<file path="config.mk">
export PLATFORM = sky130hd
export DESIGN_NAME = factor_scheduler
export DESIGN_NICKNAME = d
export VERILOG_FILES = /design/src/rtl/factor_scheduler.sv
export SDC_FILE = /design/constraint.sdc
export NUM_CORES = 1
export LEC_CHECK = 0
export CAP_MARGIN = 20
export CORE_MARGIN = 3
export CORE_UTILIZATION = 56
export DETAILED_ROUTE_END_ITERATION = 12
export MAX_ROUTING_LAYER = met4
export PLACE_DENSITY = 0.92
export SLEW_MARGIN = 10
export SYNTH_ARGS = -nofsm -noshare
export SYNTH_HDL_FRONTEND = slang
export SYNTH_SLANG_ARGS = --single-unit
</file>
<file path="constraint.sdc">
create_clock -name sys_clk -period 14.24 [get_ports sys_clk]
set_input_delay 1.424 -clock sys_clk [delete_from_list [all_inputs] [get_ports sys_clk]]
set_output_delay 1.424 -clock sys_clk [all_outputs]
set_load 0.02 [all_outputs]
</file>
<file path="src/rtl/factor_scheduler.sv">
// factor_scheduler: walks Mersenne factor candidates d=2kp+1 and dispatches them to a divisibility engine.
// Optional MOD8_FILTER_EN skips candidates with d mod 8 not in {1,7} before engine use.
module factor_scheduler #(
    parameter int W = 32
) (
    input  logic         sys_clk,
    input  logic         sys_rst,
    input  logic         cmd_valid,
    output logic         cmd_ready,
    input  logic [W-1:0] cmd_p,
    input  logic [W-1:0] cmd_kmax,
    input  logic         abort,
    output logic         eng_start,
    output logic [W-1:0] eng_p,
    output logic [W-1:0] eng_d,
    input  logic         eng_dividesBy,
    input  logic         eng_finished,
    output logic         busy,
    output logic         done,
    output logic         found,
    output logic         ovf,
    output logic [W-1:0] factor,
    output logic [W-1:0] k_out,
    output logic [W-1:0] issued
);
    typedef enum logic [2:0] {IDLE, GEN, FILT, ISSUE, WAIT, DRAIN, DONE} state_t;

    state_t       r_state, w_next;
    logic [W-1:0] r_p, r_kmax, r_k, r_factor, r_kout, r_issued;
    logic [W:0]   r_d;
    logic         r_found, r_ovf;
    logic         w_accept, w_last, w_take, w_trivial, w_hit, w_miss, w_adv;

`ifdef MOD8_FILTER_EN
    assign w_accept = (r_d[2:0] == 3'b001) || (r_d[2:0] == 3'b111);
`else
    assign w_accept = 1'b1;
`endif

    assign w_last    = (r_k == r_kmax);
    assign w_take    = (r_state == IDLE) && cmd_valid;
    assign w_trivial = (cmd_p < W'(2)) || (cmd_kmax == '0);
    assign w_hit     = (r_state == WAIT) && eng_finished && !abort && eng_dividesBy;
    assign w_miss    = (r_state == WAIT) && eng_finished && !abort && !eng_dividesBy;
    assign w_adv     = !w_last && (w_miss || ((r_state == FILT) && !abort && !w_accept));

    always_comb begin
        w_next    = r_state;
        eng_start = 1'b0;
        case (r_state)
            IDLE:    w_next = cmd_valid ? (w_trivial ? DONE : GEN) : IDLE;
            GEN:     w_next = abort ? IDLE : (r_d[W] ? DONE : FILT);
            FILT:    w_next = abort ? IDLE : (w_accept ? ISSUE : (w_last ? DONE : GEN));
            ISSUE: begin
                w_next    = abort ? IDLE : WAIT;
                eng_start = !abort;
            end
            WAIT:    w_next = eng_finished ? (abort ? IDLE : ((eng_dividesBy || w_last) ? DONE : GEN))
                                           : (abort ? DRAIN : WAIT);
            DRAIN:   w_next = eng_finished ? IDLE : DRAIN;
            DONE:    w_next = IDLE;
            default: w_next = IDLE;
        endcase
    end

    always_ff @(posedge sys_clk or posedge sys_rst) begin
        if (sys_rst) begin
            r_state  <= IDLE;
            r_p      <= '0;
            r_kmax   <= '0;
            r_k      <= '0;
            r_d      <= '0;
            r_found  <= 1'b0;
            r_ovf    <= 1'b0;
            r_factor <= '0;
            r_kout   <= '0;
            r_issued <= '0;
        end else begin
            r_state <= w_next;
            if (w_take) begin
                r_p      <= cmd_p;
                r_kmax   <= cmd_kmax;
                r_k      <= W'(1);
                r_d      <= {cmd_p, 1'b1};
                r_found  <= 1'b0;
                r_ovf    <= 1'b0;
                r_factor <= '0;
                r_issued <= '0;
            end
            if ((r_state == GEN) && !abort && r_d[W])
                r_ovf <= 1'b1;
            if (eng_start)
                r_issued <= r_issued + W'(1);
            if (w_hit) begin
                r_found  <= 1'b1;
                r_factor <= r_d[W-1:0];
                r_kout   <= r_k;
            end
            // d stays W+1 bits: overflow is caught in GEN before another step can wrap it
            if (w_adv) begin
                r_k <= r_k + W'(1);
                r_d <= r_d + {r_p, 1'b0};
            end
        end
    end

    assign cmd_ready = (r_state == IDLE);
    assign busy      = (r_state != IDLE);
    assign done      = (r_state == DONE);
    assign eng_p     = r_p;
    assign eng_d     = r_d[W-1:0];
    assign found     = r_found;
    assign ovf       = r_ovf;
    assign factor    = r_factor;
    assign k_out     = r_kout;
    assign issued    = r_issued;
endmodule

</file>
* After elaboration in Yosys (flattened, before gate mapping) *
Cells that the tools add are included.

word-level totals
  word-level logic and storage cells = 64
  register bits after elaboration = 230
  input port bits = 70
  output and inout bits = 166

cells by class
  equality and inequality tests = 7
  reduce and logical (&&, ||, !) cells = 20
  order comparisons = 1
  muxes and demuxes = 23
  $add $sub $neg = 3

operators by type and width
  operator                 number
  $mux W32                 5
  $mux W33                 2
  $add A32 B1 Y32 const B  2
  $add A33 B33 Y33         1
  $eq A32 B32 Y1           1
  $logic_not A32 Y1        1
  $lt A32 B2 Y1 const B    1
  $mux W3                  9
  $pmux W3 S6              1
  $eq A3 B3 Y1 const B     3
  $logic_and A1 B1 Y1      8
  $reduce_bool A2 Y1       4
  $eq A3 B2 Y1 const B     2
  $mux W1                  5
  $eq A3 B1 Y1 const B     1
  $logic_not A1 Y1         3
  $logic_not A3 Y1         1
  $reduce_bool A3 Y1       1
  $logic_or A1 B1 Y1       2
  $mux W2                  1

* Logic depth before layout (Yosys ltp) *
  depth after elaboration = 6
  mapped depth = 11
  depth with buffers taken out = 11

* Least setup slack after synthesis *
Ideal clock, no wire load.

  path kind = input-to-output
  from = input port abort
  to = output port eng_start
  required time = 12.816 ns
  stages = 3
  slack = 10.880 ns
  arrival = 1.936 ns
  path buffers = 0
  path through = nor3b_2 > nand2_2 > inv_2

between the ends
  word-level cells in the longest chain between the ends = 2

RTL lines
  item              RTL line  source
  start, declared   12        input logic abort,
  $logic_not A1 Y1  56        eng_start = !abort;
  $mux W1           50        case (r_state)
  end, declared     13        output logic eng_start,

No other way between the ends.

* Worst setup path after layout *
Ends and elaborated chain as after synthesis.

==> run_results.csv <==
group,metric,value,unit
worst_setup_path,crit_path_cell_trace,"clkdlybuf4s50_1 -> nor3b_2 -> nand2_2 -> inv_2 -> clkdlybuf4s50_1",
floorplan,fp.dieH,151,um
logic_synthesis,synthCells,1324,
logic_synthesis,yosys-top-cells-count,"430 x nand2_1, 230 x dfrtp_1, 71 x nand3_1",
logic_synthesis,synth_seq_cells,230,
clocking,cts_hold_buf,0,
global_routing,grt_busiest_layer,"met2",
worst_setup_path,cp.required,12.82,ns
worst_setup_path,crit_family,"buffers and inverters",
finish,design_area,15000,sq um
finish,n_antenna_cell,0,
global_routing,antenna_found_initial,0,
floorplan,io_pins,236,
logic_synthesis,seq_area_frac_synth,48.6,%
timing,hold_viol_final,0,
floorplan,die_w,151,um
global_routing,met3_usage,6.10,%
clocking,cts_tree,"yes",
floorplan,core_area,20500,sq um
logic_synthesis,synthArstFlopShare,100,%
place,dpl-instance-area,14100,sq um
global_routing,met1_usage,37.4,%
timing,fin_crit_sh,31.6,%
place,dp_hpwl,22.7,mm
routing,vias_per_cell,5.97,
logic_synthesis,synth_cell_types,70,
clocking,ctsResizeCount,0,
global_routing,grt_pass1_wl,53.8,mm
routing,wire_per_inst,18.9,um
logic_synthesis,synthFlopType,"dfrtp_1",
logic_synthesis,synth_area_leaders,"dfrtp_1 49%, nand2_1 14%, ha_1 3.5%",
finish,fin_cells,1788,
clocking,cts_buffer_depth,3,
routing,wirelength,33.8,mm
clocking,clk_latency,0.52,ns
place,post-place-cells,1743,
global_routing,met2_usage,49.3,%
routing,num_vias,10683,
floorplan,dieArea,22900,sq um
timing,skew,0.0106,ns
logic_synthesis,avgSynthCellArea,8.94,sq um
worst_setup_path,critPathBufInv,3,
routing,first_pass_iters,6,
finish,fin_nets,1604,
worst_setup_path,max_stage_delay,0.63,ns
status,outcome,"complete, no violations",
power,power_density,194,nW/um^2
routing,remaining_drc_errors,0,
place,place_ws,9.74,ns
floorplan,start_util,57.8,%
timing,worst_pin_slew,1.09,ns
logic_synthesis,yosysWarnings,0,
clocking,root_buffer,"clkbuf_16",
logic_synthesis,syn_area,11800,sq um
global_routing,grt_util_all_layers,30.1,%
logic_synthesis,synth_nets,1428,
worst_setup_path,path_max_fanout,5,
job,max_cap_viol_count,0,
finish,drive_gt1_share,5.01,%
global_routing,grt_max_degree,157,
clocking,post_cts_buffers,0,
worst_setup_path,worst_setup_path_start_kind,"primary input",
finish,area_growth,26.5,%
worst_setup_path,critical_path.endpoint_type,"primary output",
power,leakage,7.08,nW
timing,slew_violations,0,
clocking,cts_made_buffers,24,
logic_synthesis,yosysTopAreaCell,"dfrtp_1",
timing,setup_viol,0,
timing,holdWs,0.476,ns
hold_path,min_path_type,"flop to flop",
global_routing,grt_pass1_vias,10671,
logic_synthesis,synth-edff-count,0,
timing,rsz0062_at_grt,"false",
routing,antenna_left,0,
clocking,path_clk_slew,0.06,ns
clocking,cts.sinks,230,
place,place_congestion,0.900,
timing,relSlewSlack,27.0,%
timing,timing.fmax,222,MHz
finish,final_util,73.1,%
floorplan,row_count,52,
global_routing,grt_overflow_total,0,
power,ir_worst_vdd,0.176,mV
worst_setup_path,cpMostUsedCell,"clkdlybuf4s50_1",
logic_synthesis,synth_top_area_share,48.6,%
power,total_power,2.91,mW
timing,finalCriticalPeriod,4.51,ns
timing,setup_ws,9.73,ns
worst_setup_path,cp_data_arrival_time,3.08,ns
routing,first_iter_violations,799,
timing,finalSetupTns,0,ns
place,port_buffers,235,
logic_synthesis,synth.most_common_cell,"nand2_1",
worst_setup_path,slowest_stage,"clkdlybuf4s50_1",
worst_setup_path,path_class,"primary input to primary output",
clocking,htreeDepth,1,
==> cell families (layout without fill, tap and decap cells) <==
group,Yosys count,in the layout,share of synthesized area [%]
xor gates and xnor gates,55,55,4.07
DFF,230,230,48.6
adders and majority gates,34,34,3.66
AOI/OAI and AO/OA,198,198,11.2
and+or+nand+nor,656,656,24.8
buffers and inverters,121,315,5.08
muxes,30,30,2.54
==> final timing paths <==
kind	from	endpoint	slack, ns	depth (start not counted)
max	abort	eng_start	9.73	5
min	k_out[17]$_DFFE_PP0P_	k_out[17]$_DFFE_PP0P_	0.48	2
max reg2reg	r_k[23]$_DFFE_PP0P_	r_d[26]$_DFFE_PP0P_	10.44	9
min reg2reg	k_out[17]$_DFFE_PP0P_	k_out[17]$_DFFE_PP0P_	0.48	2
max in group asynchronous	sys_rst	factor[9]$_DFFE_PP0P_	11.77	3
min in group asynchronous	sys_rst	issued[5]$_DFFE_PP0P_	1.28	2
==> worst reg2reg max path: stages, from the launching register on <==
cell and delay, ns:
dfrtp_1 0.47, xnor2_1 0.25, nand4_1 0.16, nor4_1 0.93, a211oi_4 0.13, buf_4 0.33
nor2_1 0.90, nand2_1 0.22, o311ai_0 0.18, or3b_1 0.18
==> final cells by class <==
class                           count  area, sq um
Fill cell                        1432         5520
Multi-Input combinational cell    973         5500
Inverter                           27          109
Timing Repair Buffer              244         2440
Tap cell                          270          338
Sequential cell                   230         5760
Clock buffer                       28          656
Clock inverter                     16          175
==> state kept, by name (all words and copies together), names as in the netlist <==
name     count
r_d         33
eng_p       32
factor      32
issued      32
k_out       32
r_k         32
r_kmax      32
r_state      3
found        1
ovf          1
==> power breakdown <==
part,total [mW],internal (mW),switching (mW)
clock,0.655,0.386,0.269
sequential,0.961,0.804,0.157
combinational,1.29,0.550,0.741
==> routing by layer <==
metal / vias to the layer above / part of all wire, %
li1: 4865 / -
met1: 5191 / 39
met2: 515 / 49
met3: 112 / 9.1
met4: 0 / 3.5
met5: - / 0
==> cells in the final DEF, fill, tap and decap left out, drive strengths merged, types with 4 or more instances in the layout <==
cell,count
o21a,8
nand3,71
a21oi,36
nor2b,7
clkdlybuf4s50,235
or3,5
nor3,9
clkbuf,28
inv,28
o21bai,5
and3,20
ha,33
dfrtp,230
nor2,36
nor3b,5
o21ai,46
buf,9
mux2i,30
xnor2,47
nor4,19
nand4,36
a31oi,8
a211oi,4
o31ai,19
clkinv,10
o211ai,22
a21o,19
xor2,8
a221o,6
nand2,431
No activity file was read; power rests on OpenSTA's default activity.
